--- config.mk ---
export PLATFORM = sky130hd
export DESIGN_NAME = rover_mission_sequencer
export DESIGN_NICKNAME = d
export VERILOG_FILES = /design/src/rtl/rover_mission_sequencer.sv
export SDC_FILE = /design/constraint.sdc
export NUM_CORES = 1
export LEC_CHECK = 0
export ABC_AREA = 1
export CAP_MARGIN = 0
export CORE_MARGIN = 1.5
export CORE_UTILIZATION = 40
export CTS_BUF_LIST = sky130_fd_sc_hd__clkbuf_4 sky130_fd_sc_hd__clkbuf_8 sky130_fd_sc_hd__clkbuf_16
export CTS_CLUSTER_SIZE = 14
export DETAILED_ROUTE_END_ITERATION = 7
export PLACE_DENSITY = 0.65
export SKIP_CTS_REPAIR_TIMING = 1
export SYNTH_ARGS = -nofsm -noshare
export SYNTH_HDL_FRONTEND = slang
export SYNTH_SLANG_ARGS = --single-unit
export TNS_END_PERCENT = 20
--- constraint.sdc ---
create_clock -name clk -period 3.15 [get_ports clk]
set_clock_uncertainty 0.05 [all_clocks]
set_input_delay 0.4725 -clock clk [delete_from_list [all_inputs] [get_ports clk]]
set_output_delay 0.4725 -clock clk [all_outputs]
set_load 0.1 [all_outputs]
--- src/rtl/rover_mission_sequencer.sv ---
// Mission sequencer for the line-following drive block. Owns the drive block's
// mode input (move_state) and walks a mission through run, obstacle pause,
// overcurrent cooldown/retry and delivery dwell. The mission ends in DONE or FAULT.
// All outputs are registered. move_state is 00 only in RUN, which is the one
// phase where the drive block is allowed to move.

module rover_mission_sequencer #(
   parameter int unsigned DWELL_CYCLES  = 100000000,
   parameter int unsigned CLEAR_CYCLES  = 10000000,
   parameter int unsigned PAUSE_TIMEOUT = 500000000,
   parameter int unsigned OC_FILTER     = 1000,
   parameter int unsigned COOL_CYCLES   = 50000000,
   parameter int unsigned MAX_RETRIES   = 3,
   parameter int unsigned CNT_W         = 29
) (
   input  logic       clk,
   input  logic       rst,
   input  logic       go,
   input  logic       ir_obstacle,
   input  logic       limit_a,
   input  logic       limit_b,
   input  logic [1:0] start_stop,
   output logic [1:0] move_state,
   output logic [2:0] phase,
   output logic       delivered,
   output logic       fault,
   output logic [3:0] retry_count
);

   typedef enum logic [2:0] {
      StIdle     = 3'd0,
      StRun      = 3'd1,
      StPause    = 3'd2,
      StCooldown = 3'd3,
      StDeliver  = 3'd4,
      StDone     = 3'd5,
      StFault    = 3'd6
   } phase_e;

   // Drive-block mode codes
   localparam logic [1:0] MsRun   = 2'b00;
   localparam logic [1:0] MsIdle  = 2'b01;
   localparam logic [1:0] MsPause = 2'b10;
   localparam logic [1:0] MsHold  = 2'b11;

   localparam logic [1:0] SsEndTape = 2'b10;

   // Filter counters are sized to their own limit, not to the shared timer
   localparam int unsigned OcW  = $clog2(OC_FILTER + 1);
   localparam int unsigned ClrW = $clog2(CLEAR_CYCLES + 1);

   localparam logic [OcW-1:0]   OcMax     = OcW'(OC_FILTER);
   localparam logic [ClrW-1:0]  ClrMax    = ClrW'(CLEAR_CYCLES);
   localparam logic [CNT_W-1:0] DwellLim  = CNT_W'(DWELL_CYCLES);
   localparam logic [CNT_W-1:0] PauseLim  = CNT_W'(PAUSE_TIMEOUT);
   localparam logic [CNT_W-1:0] CoolLim   = CNT_W'(COOL_CYCLES);
   localparam logic [3:0]       RetryLim  = 4'(MAX_RETRIES);

   // ------------------------------------------------------------------------
   // Signal declarations
   // ------------------------------------------------------------------------
   phase_e           phase_q, phase_d;
   logic [3:0]       retry_q, retry_d;
   logic [1:0]       move_state_q, move_state_d;
   logic             fault_q, fault_d;
   logic             delivered_q, delivered_d;

   logic [1:0]       ir_sync_q;
   logic [1:0]       la_sync_q;
   logic [1:0]       lb_sync_q;
   logic             obstacle;
   logic             oc_raw;

   logic [OcW-1:0]   oc_cnt_q, oc_cnt_d;
   logic             oc_trip;

   logic [ClrW-1:0]  clr_cnt_q, clr_cnt_d;
   logic             clear_done;

   logic [CNT_W-1:0] timer_q, timer_d;
   logic [CNT_W-1:0] timer_inc;

   // ------------------------------------------------------------------------
   // Input synchronizers
   // ------------------------------------------------------------------------

   // Two-flop synchronizers for the asynchronous sensor inputs
   always_ff @(posedge clk) begin
      if (rst) begin
         ir_sync_q <= 2'b00;
         la_sync_q <= 2'b00;
         lb_sync_q <= 2'b00;
      end else begin
         ir_sync_q <= {ir_sync_q[0], ir_obstacle};
         la_sync_q <= {la_sync_q[0], limit_a};
         lb_sync_q <= {lb_sync_q[0], limit_b};
      end
   end

   assign obstacle = ir_sync_q[1];
   assign oc_raw   = la_sync_q[1] | lb_sync_q[1];

   // ------------------------------------------------------------------------
   // Overcurrent filter, clear counter and phase timer
   // ------------------------------------------------------------------------

   // Overcurrent counts only while driving; any quiet cycle or other phase clears it
   always_comb begin
      oc_cnt_d = '0;
      if (phase_q == StRun && oc_raw) begin
         oc_cnt_d = (oc_cnt_q == OcMax) ? oc_cnt_q : oc_cnt_q + OcW'(1);
      end
   end

   assign oc_trip = (oc_cnt_q == OcMax);

   // Consecutive obstacle-free cycles while paused
   always_comb begin
      clr_cnt_d = '0;
      if (phase_q == StPause && !obstacle) begin
         clr_cnt_d = (clr_cnt_q == ClrMax) ? clr_cnt_q : clr_cnt_q + ClrW'(1);
      end
   end

   assign clear_done = (clr_cnt_q == ClrMax);

   // timer_inc is the elapsed count including the current cycle, so a limit of N
   // fires on the Nth edge after entering the phase.
   always_comb begin
      timer_inc = (timer_q == '1) ? timer_q : timer_q + CNT_W'(1);
      timer_d   = (phase_d != phase_q) ? '0 : timer_inc;
   end

   // Datapath counter registers
   always_ff @(posedge clk) begin
      if (rst) begin
         oc_cnt_q  <= '0;
         clr_cnt_q <= '0;
         timer_q   <= '0;
      end else begin
         oc_cnt_q  <= oc_cnt_d;
         clr_cnt_q <= clr_cnt_d;
         timer_q   <= timer_d;
      end
   end

   // ------------------------------------------------------------------------
   // Mission FSM
   // ------------------------------------------------------------------------

   // State and registered outputs
   always_ff @(posedge clk) begin
      if (rst) begin
         phase_q      <= StIdle;
         retry_q      <= 4'd0;
         move_state_q <= MsIdle;
         fault_q      <= 1'b0;
         delivered_q  <= 1'b0;
      end else begin
         phase_q      <= phase_d;
         retry_q      <= retry_d;
         move_state_q <= move_state_d;
         fault_q      <= fault_d;
         delivered_q  <= delivered_d;
      end
   end

   // Next phase and retry bookkeeping
   always_comb begin
      phase_d = phase_q;
      retry_d = retry_q;
      unique case (phase_q)
         StIdle: begin
            if (go) begin
               phase_d = StRun;
            end
         end
         StRun: begin
            // Overcurrent beats end tape, which beats obstacle
            if (oc_trip) begin
               retry_d = retry_q + 4'd1;
               phase_d = (retry_d == RetryLim) ? StFault : StCooldown;
            end else if (start_stop == SsEndTape) begin
               phase_d = StDeliver;
            end else if (obstacle) begin
               phase_d = StPause;
            end
         end
         StPause: begin
            // Timeout takes precedence over a simultaneous clear
            if (timer_inc >= PauseLim) begin
               phase_d = StFault;
            end else if (clear_done) begin
               phase_d = StRun;
            end
         end
         StCooldown: begin
            // A motor still over its limit keeps us here indefinitely
            if (timer_inc >= CoolLim && !oc_raw) begin
               phase_d = StRun;
            end
         end
         StDeliver: begin
            if (timer_inc >= DwellLim) begin
               phase_d = StDone;
            end
         end
         StDone: begin
            phase_d = StDone;
         end
         StFault: begin
            phase_d = StFault;
         end
         default: begin
            phase_d = StFault;
         end
      endcase
   end

   // Output values decoded from the upcoming phase so they switch with it
   always_comb begin
      move_state_d = MsIdle;
      fault_d      = 1'b0;
      delivered_d  = 1'b0;
      unique case (phase_d)
         StRun:      move_state_d = MsRun;
         StPause:    move_state_d = MsPause;
         StCooldown: move_state_d = MsHold;
         StFault: begin
            move_state_d = MsHold;
            fault_d      = 1'b1;
         end
         default:    move_state_d = MsIdle;
      endcase
      if (phase_q == StDeliver && phase_d == StDone) begin
         delivered_d = 1'b1;
      end
   end

   assign phase       = phase_q;
   assign retry_count = retry_q;
   assign move_state  = move_state_q;
   assign fault       = fault_q;
   assign delivered   = delivered_q;

endmodule
==> results_dict.tcl <==
set metrics [dict create \
    cts_max_level 3 \
    maxSlewHeadroom 0.589 \
    grt_pass1_vias 4030 \
    crit_type "reg -> reg" \
    cp_common_cell "nand2_1" \
    port_buffers 18 \
    drive_gt1_frac 0.111 \
    yosys_warnings 0 \
    grt_util_all_layers 0.184 \
    drtIter0Drc 284 \
    crit_required_ns 3.37 \
    cts_tree "done" \
    min_period_ns 2.93 \
    synth.distinct_cells 39 \
    numClockSinks 80 \
    synth_edf_count 0 \
    register_area_mm2 0.00160 \
    end_kind "register" \
    synth.most_common_cell "nand2_1" \
    ys_top_cells_by_count "160 x nand2_1, 115 x nor2_1, 102 x inv_1" \
    cts_root_buf "clkbuf_16" \
    num_antenna_cells 0 \
    setup_viol 0 \
    antenna_found_initial 0 \
    syn-cell-area_mm2 0.00460 \
    die_w_um 110 \
    multiInputGateArea_mm2 0.00256 \
    yosysTopAreaCellShare 0.348 \
    grt_max_degree 30 \
    p_leak_nw 2.03 \
    nNetsFinal 749 \
    cap_violations 0 \
    start_util 0.417 \
    grt_pass1_wl_um 17600 \
    cts_made_buffers 9 \
    synth-seq-cells 80 \
    wirelength_um 10700 \
    io_pins 19 \
    yosys_most_used_dff "dfxtp_1" \
    tns_ns 0 \
    path_clk_slew_ns 0.06 \
    cp.arrival_ns 3.15 \
    crit_fanout 14 \
    worst_ir_drop_vdd_uv 332 \
    fillerInstances 1112 \
    routabilityCongestion 0.920 \
    finalHoldViolations 0 \
    outcome "completed" \
    clock_latency_ns 0.33 \
    finalHoldWorstSlack_ns 0.351 \
    startpoint_type "register" \
    async_reset_ff_frac 0 \
    core_mm2 0.0110 \
    gr-total-overflow 0 \
    syn2layout_area_growth_pct 15.2 \
    die_h_um 110 \
    die_area_mm2 0.0122 \
    critPathSlowestCell "dfxtp_1" \
    hpwl_um 8070 \
    period_share 0.930 \
    avgViaCountPerCell 5.03 \
    yosysSeqAreaShare 0.348 \
    rows 38 \
    via_count 4418 \
    power.density_mw_per_mm2 423 \
    slowest_delay_ns 0.36 \
    synth.largest_area_cell "dfxtp_1" \
    dr.pass1.iters 5 \
    drc_errors 0 \
    crit_family "simple AND/OR/NAND/NOR gates" \
    syn_area_per_cell_um2 6.55 \
    fmax_ghz 0.341 \
    drv_slew 0 \
    synthCells 703 \
    path_buf_inv 4 \
    ant_nets 0 \
    worstPathCellList "ha_1, inv_2, nor2_4, nand2_4, nor2_4, buf_4, nand2_8, nand3_1, nand2_1, inv_1, nand2_1, nor2_2, nand3_1, nand4_1, nand3_2, nand2_1, nand2_1, nor2_2, nand2_2, clkbuf_16, nor2_1" \
    clockBufferDepth 2 \
    utilization 0.481 \
    tightest_slew_ns 0.611 \
    worstHoldPathType "reg -> reg" \
    wl_per_cell_um 12.2 \
    yosys-top-cells-area "dfxtp_1 35%, nand2_1 13%, nor2_1 9.4%" \
    grt_setup_unrepaired "yes" \
    syn_nets 718 \
]
-- registers in the layout, summed over array words and instances (netlist names) --
name / flops
lb_sync_q: 2
move_state: 2
la_sync_q: 2
phase: 3
timer_q: 29
delivered: 1
fault: 1
clr_cnt_q: 24
retry_count: 4
oc_cnt_q: 10
ir_sync_q: 2
-- where the power goes --
group / switching, mW / internal (mW)
Sequential: 0.00884 / 1.02
Combinational: 0.108 / 0.0546
Clock: 0.405 / 0.643
-- final cells by class --
cell class | count | share of cell area
multi-input combinational | 507 | 0.482
tap | 140 | 0.0330
inverter | 108 | 0.0769
clock buffer | 11 | 0.0465
sequential | 80 | 0.302
timing repair buffer | 28 | 0.0486
clock inverter | 5 | 0.0106
-- cell usage in the layout, fill, tap and decap left out, types with 5 or more instances in the layout --
master / n
a21oi_1: 33
a31oi_1: 6
buf_4: 19
clkbuf_16: 10
clkdlybuf4s50_1: 7
dfxtp_1: 80
ha_1: 7
inv_1: 102
nand2_1: 160
nand2_2: 11
nand3_1: 41
nand3_2: 5
nand4_1: 12
nor2_1: 113
nor2_2: 5
nor2_4: 13
nor3_1: 28
nor4_1: 7
o21a_1: 6
o21ai_0: 24
xnor2_1: 6
xor2_1: 9
-- worst min-delay path: cells and delay by family, from the launching register on --
family	cells	cell delay [ns]
flops	1	0.29
buf+inv	1	0.04
simple gates	1	0.03
-- cell families after synthesis --
group,count (synthesis),share of synthesized area
DFF,80,0.348
muxes,1,0.00217
and+or+nand+nor,405,0.403
AOI/OAI and AO/OA,78,0.0946
buffers and inverters,117,0.104
adders and majority gates,7,0.0190
xor gates and xnor gates,15,0.0285
-- path summary, 6_finish.rpt --
kind,depth (start not counted),slack [ns],endpoint,start
worst max-delay path,21,0.22,timer_q[8],timer_q[1]
worst min-delay path,2,0.35,la_sync_q[1],la_sync_q[0]
worst max register to register,21,0.22,timer_q[8],timer_q[1]
worst min register to register,2,0.35,la_sync_q[1],la_sync_q[0]
-- layer usage --
layer / track usage / vias to the layer above / routed length, um
li1: - / 2295 / -
met1: 0.248 / 1968 / 5120
met5: 0 / - / 0
met4: 0.0577 / 0 / 184
met3: 0.0347 / 18 / 716
met2: 0.296 / 137 / 4720
-- metrics by stage --
stage               area (um^2)  power [mW]  cells  setup WS (ns)
floorplan                  4600        1.17    703          0.347
global placement           4920        1.20    859          0.191
detailed placement         4920        1.20    859          0.105
CTS                        5230        2.25    875         0.0935
global route               5300        2.32    879        -0.0154
finish                     5300        2.24    879          0.222
Note: power is estimated with default switching activity, not from simulation.
